$ cat src/rtl/rsa_pkg.sv
// Shared RSA types: operand width, modexp sequencing states and modmult handshake phases.
package rsa_pkg;

  localparam int RSA_WIDTH = 32;

  typedef enum logic [2:0] {
    ST_IDLE,
    ST_REDUCE,
    ST_CHECK,
    ST_MUL,
    ST_SQR,
    ST_FINISH
  } modexp_state_t;

  typedef enum logic [1:0] {
    PH_ISSUE,
    PH_WAIT,
    PH_RELEASE
  } op_phase_t;

endpackage

$ cat src/rtl/modmult_issue.sv
// One modmult operation per go pulse: ISSUE raises mm_ready with stable operands,
// WAIT captures the product on mm_done, RELEASE waits for mm_done to fall.
module modmult_issue
  import rsa_pkg::*;
#(
  parameter int WIDTH = RSA_WIDTH
) (
  input  logic             clk,
  input  logic             reset_n,
  input  logic             go,
  input  logic [WIDTH-1:0] a,
  input  logic [WIDTH-1:0] b,
  output logic             mm_ready,
  output logic [WIDTH-1:0] mm_base,
  output logic [WIDTH-1:0] mm_power,
  input  logic [WIDTH-1:0] mm_result,
  input  logic             mm_done,
  output logic             op_done,
  output logic [WIDTH-1:0] op_result
);

  op_phase_t phase;

  always_ff @(posedge clk or negedge reset_n) begin
    if (!reset_n) begin
      phase     <= PH_ISSUE;
      mm_ready  <= 1'b0;
      mm_base   <= '0;
      mm_power  <= '0;
      op_done   <= 1'b0;
      op_result <= '0;
    end else begin
      op_done <= 1'b0;
      case (phase)
        PH_ISSUE: begin
          // mm_done is not looked at here, so a stray completion is ignored
          if (go) begin
            mm_base  <= a;
            mm_power <= b;
            mm_ready <= 1'b1;
            phase    <= PH_WAIT;
          end
        end
        PH_WAIT: begin
          if (mm_done) begin
            op_result <= mm_result;
            mm_ready  <= 1'b0;
            phase     <= PH_RELEASE;
          end
        end
        PH_RELEASE: begin
          if (!mm_done) begin
            op_done <= 1'b1;
            phase   <= PH_ISSUE;
          end
        end
        default: phase <= PH_ISSUE;
      endcase
    end
  end

endmodule

$ cat src/rtl/modexp_controller.sv
// Right-to-left square-and-multiply sequencer for msg^exponent mod modulus over a shared modmult.
// Optional macro MODEXP_SKIP_LAST_SQR_EN: skip the final squaring when the exponent is down to 1.
module modexp_controller
  import rsa_pkg::*;
#(
  parameter int WIDTH = RSA_WIDTH
) (
  input  logic             clk,
  input  logic             reset_n,
  input  logic             start,
  input  logic [WIDTH-1:0] msg,
  input  logic [WIDTH-1:0] exponent,
  input  logic [WIDTH-1:0] modulus,
  output logic             busy,
  output logic             done,
  output logic             error,
  output logic [WIDTH-1:0] result,
  output logic             mm_ready,
  output logic [WIDTH-1:0] mm_base,
  output logic [WIDTH-1:0] mm_power,
  output logic [WIDTH-1:0] mm_denominator,
  input  logic [WIDTH-1:0] mm_result,
  input  logic             mm_done
);

  localparam logic [WIDTH-1:0] ONE = WIDTH'(1);

  modexp_state_t    state;
  logic [WIDTH-1:0] acc;
  logic [WIDTH-1:0] base;
  logic [WIDTH-1:0] e;
  logic [WIDTH-1:0] msg_q;
  logic [WIDTH-1:0] mod_q;
  logic             err_q;
  logic             issued;
  logic             go;
  logic [WIDTH-1:0] op_a;
  logic [WIDTH-1:0] op_b;
  logic             op_done;
  logic [WIDTH-1:0] op_result;

  assign mm_denominator = mod_q;

  modmult_issue #(.WIDTH(WIDTH)) u_issue (
    .clk       (clk),
    .reset_n   (reset_n),
    .go        (go),
    .a         (op_a),
    .b         (op_b),
    .mm_ready  (mm_ready),
    .mm_base   (mm_base),
    .mm_power  (mm_power),
    .mm_result (mm_result),
    .mm_done   (mm_done),
    .op_done   (op_done),
    .op_result (op_result)
  );

  always_ff @(posedge clk or negedge reset_n) begin
    if (!reset_n) begin
      state  <= ST_IDLE;
      acc    <= '0;
      base   <= '0;
      e      <= '0;
      msg_q  <= '0;
      mod_q  <= '0;
      err_q  <= 1'b0;
      issued <= 1'b0;
      go     <= 1'b0;
      op_a   <= '0;
      op_b   <= '0;
      busy   <= 1'b0;
      done   <= 1'b0;
      error  <= 1'b0;
      result <= '0;
    end else begin
      go    <= 1'b0;
      done  <= 1'b0;
      error <= 1'b0;
      case (state)
        ST_IDLE: begin
          if (start) begin
            msg_q  <= msg;
            e      <= exponent;
            mod_q  <= modulus;
            acc    <= ONE;
            busy   <= 1'b1;
            issued <= 1'b0;
            if (modulus == '0) begin
              err_q <= 1'b1;
              state <= ST_FINISH;
            end else begin
              err_q <= 1'b0;
              state <= ST_REDUCE;
            end
          end
        end
        ST_REDUCE: begin
          // msg*1 mod n brings the base into range before the first multiply
          if (!issued) begin
            go     <= 1'b1;
            op_a   <= msg_q;
            op_b   <= ONE;
            issued <= 1'b1;
          end else if (op_done) begin
            base   <= op_result;
            issued <= 1'b0;
            state  <= ST_CHECK;
          end
        end
        ST_CHECK: begin
          if (e == '0)
            state <= ST_FINISH;
          else if (e[0])
            state <= ST_MUL;
          else
            state <= ST_SQR;
        end
        ST_MUL: begin
          if (!issued) begin
            go     <= 1'b1;
            op_a   <= acc;
            op_b   <= base;
            issued <= 1'b1;
          end else if (op_done) begin
            acc    <= op_result;
            issued <= 1'b0;
            state  <= ST_SQR;
          end
        end
        ST_SQR: begin
`ifdef MODEXP_SKIP_LAST_SQR_EN
          if (e == ONE) begin
            e     <= '0;
            state <= ST_CHECK;
          end else
`endif
          if (!issued) begin
            go     <= 1'b1;
            op_a   <= base;
            op_b   <= base;
            issued <= 1'b1;
          end else if (op_done) begin
            base   <= op_result;
            e      <= e >> 1;
            issued <= 1'b0;
            state  <= ST_CHECK;
          end
        end
        ST_FINISH: begin
          // acc is already reduced, except the initial 1 when the modulus is 1
          result <= (err_q || (mod_q == ONE)) ? '0 : acc;
          done   <= 1'b1;
          error  <= err_q;
          err_q  <= 1'b0;
          busy   <= 1'b0;
          state  <= ST_IDLE;
        end
        default: state <= ST_IDLE;
      endcase
    end
  end

endmodule

$ cat config.mk
export PLATFORM = sky130hd
export DESIGN_NAME = modexp_controller
export DESIGN_NICKNAME = d
export VERILOG_FILES = /design/src/rtl/rsa_pkg.sv /design/src/rtl/modmult_issue.sv /design/src/rtl/modexp_controller.sv
export SDC_FILE = /design/constraint.sdc
export NUM_CORES = 1
export LEC_CHECK = 0
export BUFFER_PORTS_ARGS = -buffer_cell sky130_fd_sc_hd__buf_4
export CORE_MARGIN = 2
export CORE_UTILIZATION = 56
export DETAILED_ROUTE_END_ITERATION = 10
export GPL_TIMING_DRIVEN = 0
export HOLD_SLACK_MARGIN = 0.08
export PLACE_DENSITY = 0.87
export SLEW_MARGIN = 40
export SYNTH_ARGS = -nofsm -noshare
export SYNTH_HDL_FRONTEND = slang
export SYNTH_SLANG_ARGS = --single-unit
$ cat constraint.sdc
create_clock -name clk -period 3.2 [get_ports clk]
set_input_delay 0 -clock clk [delete_from_list [all_inputs] [get_ports clk]]
set_output_delay 0 -clock clk [all_outputs]
set_load 0.02 [all_outputs]
==> impl_results.md <==
* Synth Instances at 1323
* CTS tree: yes
* Most frequent cells in the layout: dfrtp_1, buf_4, nand2_1
* Post-synth top flop: dfrtp_1
* Initial core utilization at 0.5692
* Row Count at 60
* Initial antenna violation count at 1
* # setup viols final at 0
* Final Non-Filler Cells at 2133
* Vias per cell at 6.188
* CP max FO at 10
* Relative slew margins at 0.4089
* Critical Path End: result[1]
* Ys Warns at 0
* Dpl cells at ~1900
* Share of cells above drive strength 1 at 0.3272
* Final GP Congestion at around 0.9
* Slowest-stage cell, CP: o21ai_1
* Top Family by Delay on Critical Path: compound AO/OA/AOI/OAI gates
* Max Clock Skew at 0.02363 ns
* Crit-path cells: nor4_1 > nand4_1 > o21ai_1 > clkbuf_1 > o21ai_0
* Slowest Stage Delay on Critical Path at 0.75 ns
* Wirelength per Cell at roughly 23 µm
* # resized after CTS at 0
* Worst Path Required at 3.56 ns
* Hold Fails Final Rpt at 0
* Post-DP Area at 17890 µm²
* Final net count at 1895
* Worst VDD drop at ~620 µV
* Die W at about 170 µm
* Fin util at 0.7600
* Flop and latch count out of synthesis at 365
* DRT iter0 DRCs at 1181
* Synth cell types at 46
* Die H at 169.5 µm
* Area growth syn-to-layout at 33.51%
* Total CTS buffers at 37
* Vias in the first global route at 13920
* Worst-case reg-to-reg path depth at 5
* H-tree levels at 2
* # hold bufs at CTS at 133
* Pwr/cell area at 990.9 nW/µm²
* Post-synthesis net count at 1455
* Commonest non-fill, non-tap cell in the layout: dfrtp_1
* Post-route ant nets at 0
* Clock transition at the registers of the reported paths at 0.06 ns
* Worst Path Arrival at 3.09 ns
* Core Footprint at 26950 µm²
* Number of enable flip-flop cells after synthesis at 0
* Leakage at 9.347 nW
* Slew at the pin closest to its max-slew limit at about 0.88 ns
* Cell area after layout at 20480 µm²
* R2R setup slack at between 0.4 and 0.5 ns
* CTS sink count at 365
* Root buffer cell: clkbuf_16
* RSZ-0062 raised after global routing: no
* CP Launch Point: mm_denominator[17]
* WP buf/inv at 1
* Hold_ws at 0.2479 ns
* Fin crit period at 2.732 ns
* Grt ovf at 0
* Post-detail-place hpwl at ~31000 µm
* Status: completed
* Io pins at about 260
* Residual DRC at 0
* Max Clk Rate at 0.3660 GHz
* Largest net degree at the start of global routing at 80
* R2R Path End: result[1]
* Post-synthesis area per instance at 11.60 µm²
* Clk buf depth at 3
* Max-cap viol count at 0
* Slew Limit Fails at 0
* First-pass GRT wire length at roughly 76000 µm
* Worst path depth at 5
* CP Capture Type: flip-flop
* Worst skew pair latency at 0.54 ns
* Synthesized area at 15340 µm²
* Synth async-reset ratio at 1.000
* Fillers at ~1500
* HP Class: in -> reg
* Detailed Routing Iterations Pass 1 at 6
* Setup Buffers After CTS at 0
* Total track usage at 0.3443
* Setup CP Type: reg -> reg
* Full die area at 28740 µm²
* PortBufs at 263
* Tcrit/Tclk final at 0.8538
* Worst setup SP type: flip-flop
* Reg2reg start: mm_denominator[17]
* Via count at between 10000 and 15000
* Drt total wl at a little under 50000 µm
* Seq/Total Area, Yosys at 0.5954
==> report_power, final <==
group / switching [W] / leakage (nW) / internal (W)
registers: 0.00185 / 4.62 / 0.00669
logic: 0.00393 / 4.10 / 0.00332
clock network: 0.00184 / 0.621 / 0.00266
total: 0.00762 / 9.35 / 0.0127
==> synth_stat cells (5+ instances only) <==
cell / number / area share
dfrtp_1: 365 / 0.60
nand2_1: 228 / 0.056
mux2_2: 192 / 0.14
o21ai_0: 98 / 0.032
o22ai_1: 65 / 0.027
buf_2: 41 / 0.013
nor2_1: 39 / 0.0095
clkbuf_1: 36 / 0.0088
o21ai_1: 35 / 0.011
a21oi_1: 33 / 0.011
a221o_1: 33 / 0.022
mux2i_1: 32 / 0.021
nor3_1: 32 / 0.010
nor4_1: 22 / 0.0090
buf_4: 20 / 0.0098
nand3_1: 5 / 0.0016
==> layout make-up <==
class | instances | area [µm²] | area share
inverter | 6 | 22.52 | 0.001100
antenna | 1 | 2.502 | 0.0001222
clock buffer | 58 | 1116 | 0.05449
sequential | 365 | 9134 | 0.4459
timing repair buffer | 401 | 3446 | 0.1682
clock inverter | 9 | 150.1 | 0.007330
buffer | 101 | 514.2 | 0.02511
multi-input combinational | 851 | 5670 | 0.2768
tap | 341 | 426.7 | 0.02083
==> worst min path at each step <==
stage	end	cells after the start	startpoint
CTS	msg_q[6]	3	msg[6]
detailed placement	mm_denominator[21]	1	reset_n
finish	e[31]	4	exponent[31]
global placement	u_issue.op_done	2	mm_done
floorplan	acc[0]	0	reset_n
global route	u_issue.op_result[29]	3	mm_result[29]
==> worst min-delay path, stage by stage <==
cell	delay [ns]
dlygate4sd3_1	0.53
buf_4	0.10
nand2_1	0.03
o21ai_0	0.06
==> cells by family after synthesis <==
family / synth area share
AOI/OAI and AO/OA: 0.1069
muxes: 0.1618
buffers and inverters: 0.03499
xor gates and xnor gates: 0.001713
DFF: 0.5954
and+or+nand+nor: 0.09918
==> state kept, by name, indices dropped and copies added (netlist names), 32 cells and up <==
register,count
acc,32
base,32
e,32
mm_denominator,32
msg_q,32
op_a,32
op_b,32
result,32
u_issue.mm_base,32
u_issue.mm_power,32
u_issue.op_result,32
==> layer usage <==
| metal | share of wire | vias to the layer above | global-route usage |
|---|---|---|---|
| li1 | - | 5591 | - |
| met1 | 0.35 | 6496 | 0.4073 |
| met2 | 0.50 | 892 | 0.5878 |
| met3 | 0.093 | 219 | 0.07206 |
| met4 | 0.054 | 0 | 0.1958 |
| met5 | 0 | - | 0 |
==> through the flow <==
step | setup slack (ns) | setup TNS [ns] | power (W)
6_report | 0.4679 | 0 | 0.02030
5_1_grt | 0.5119 | 0 | 0.02115
4_1_cts | 0.6739 | 0 | 0.01991
3_5_place_dp | 0.7404 | 0 | 0.01523
3_3_place_gp | -1.129 | -398.64 | 0.01476
2_1_floorplan | 1.479 | 0 | 0.01232
(Power assumes the default switching activity.)
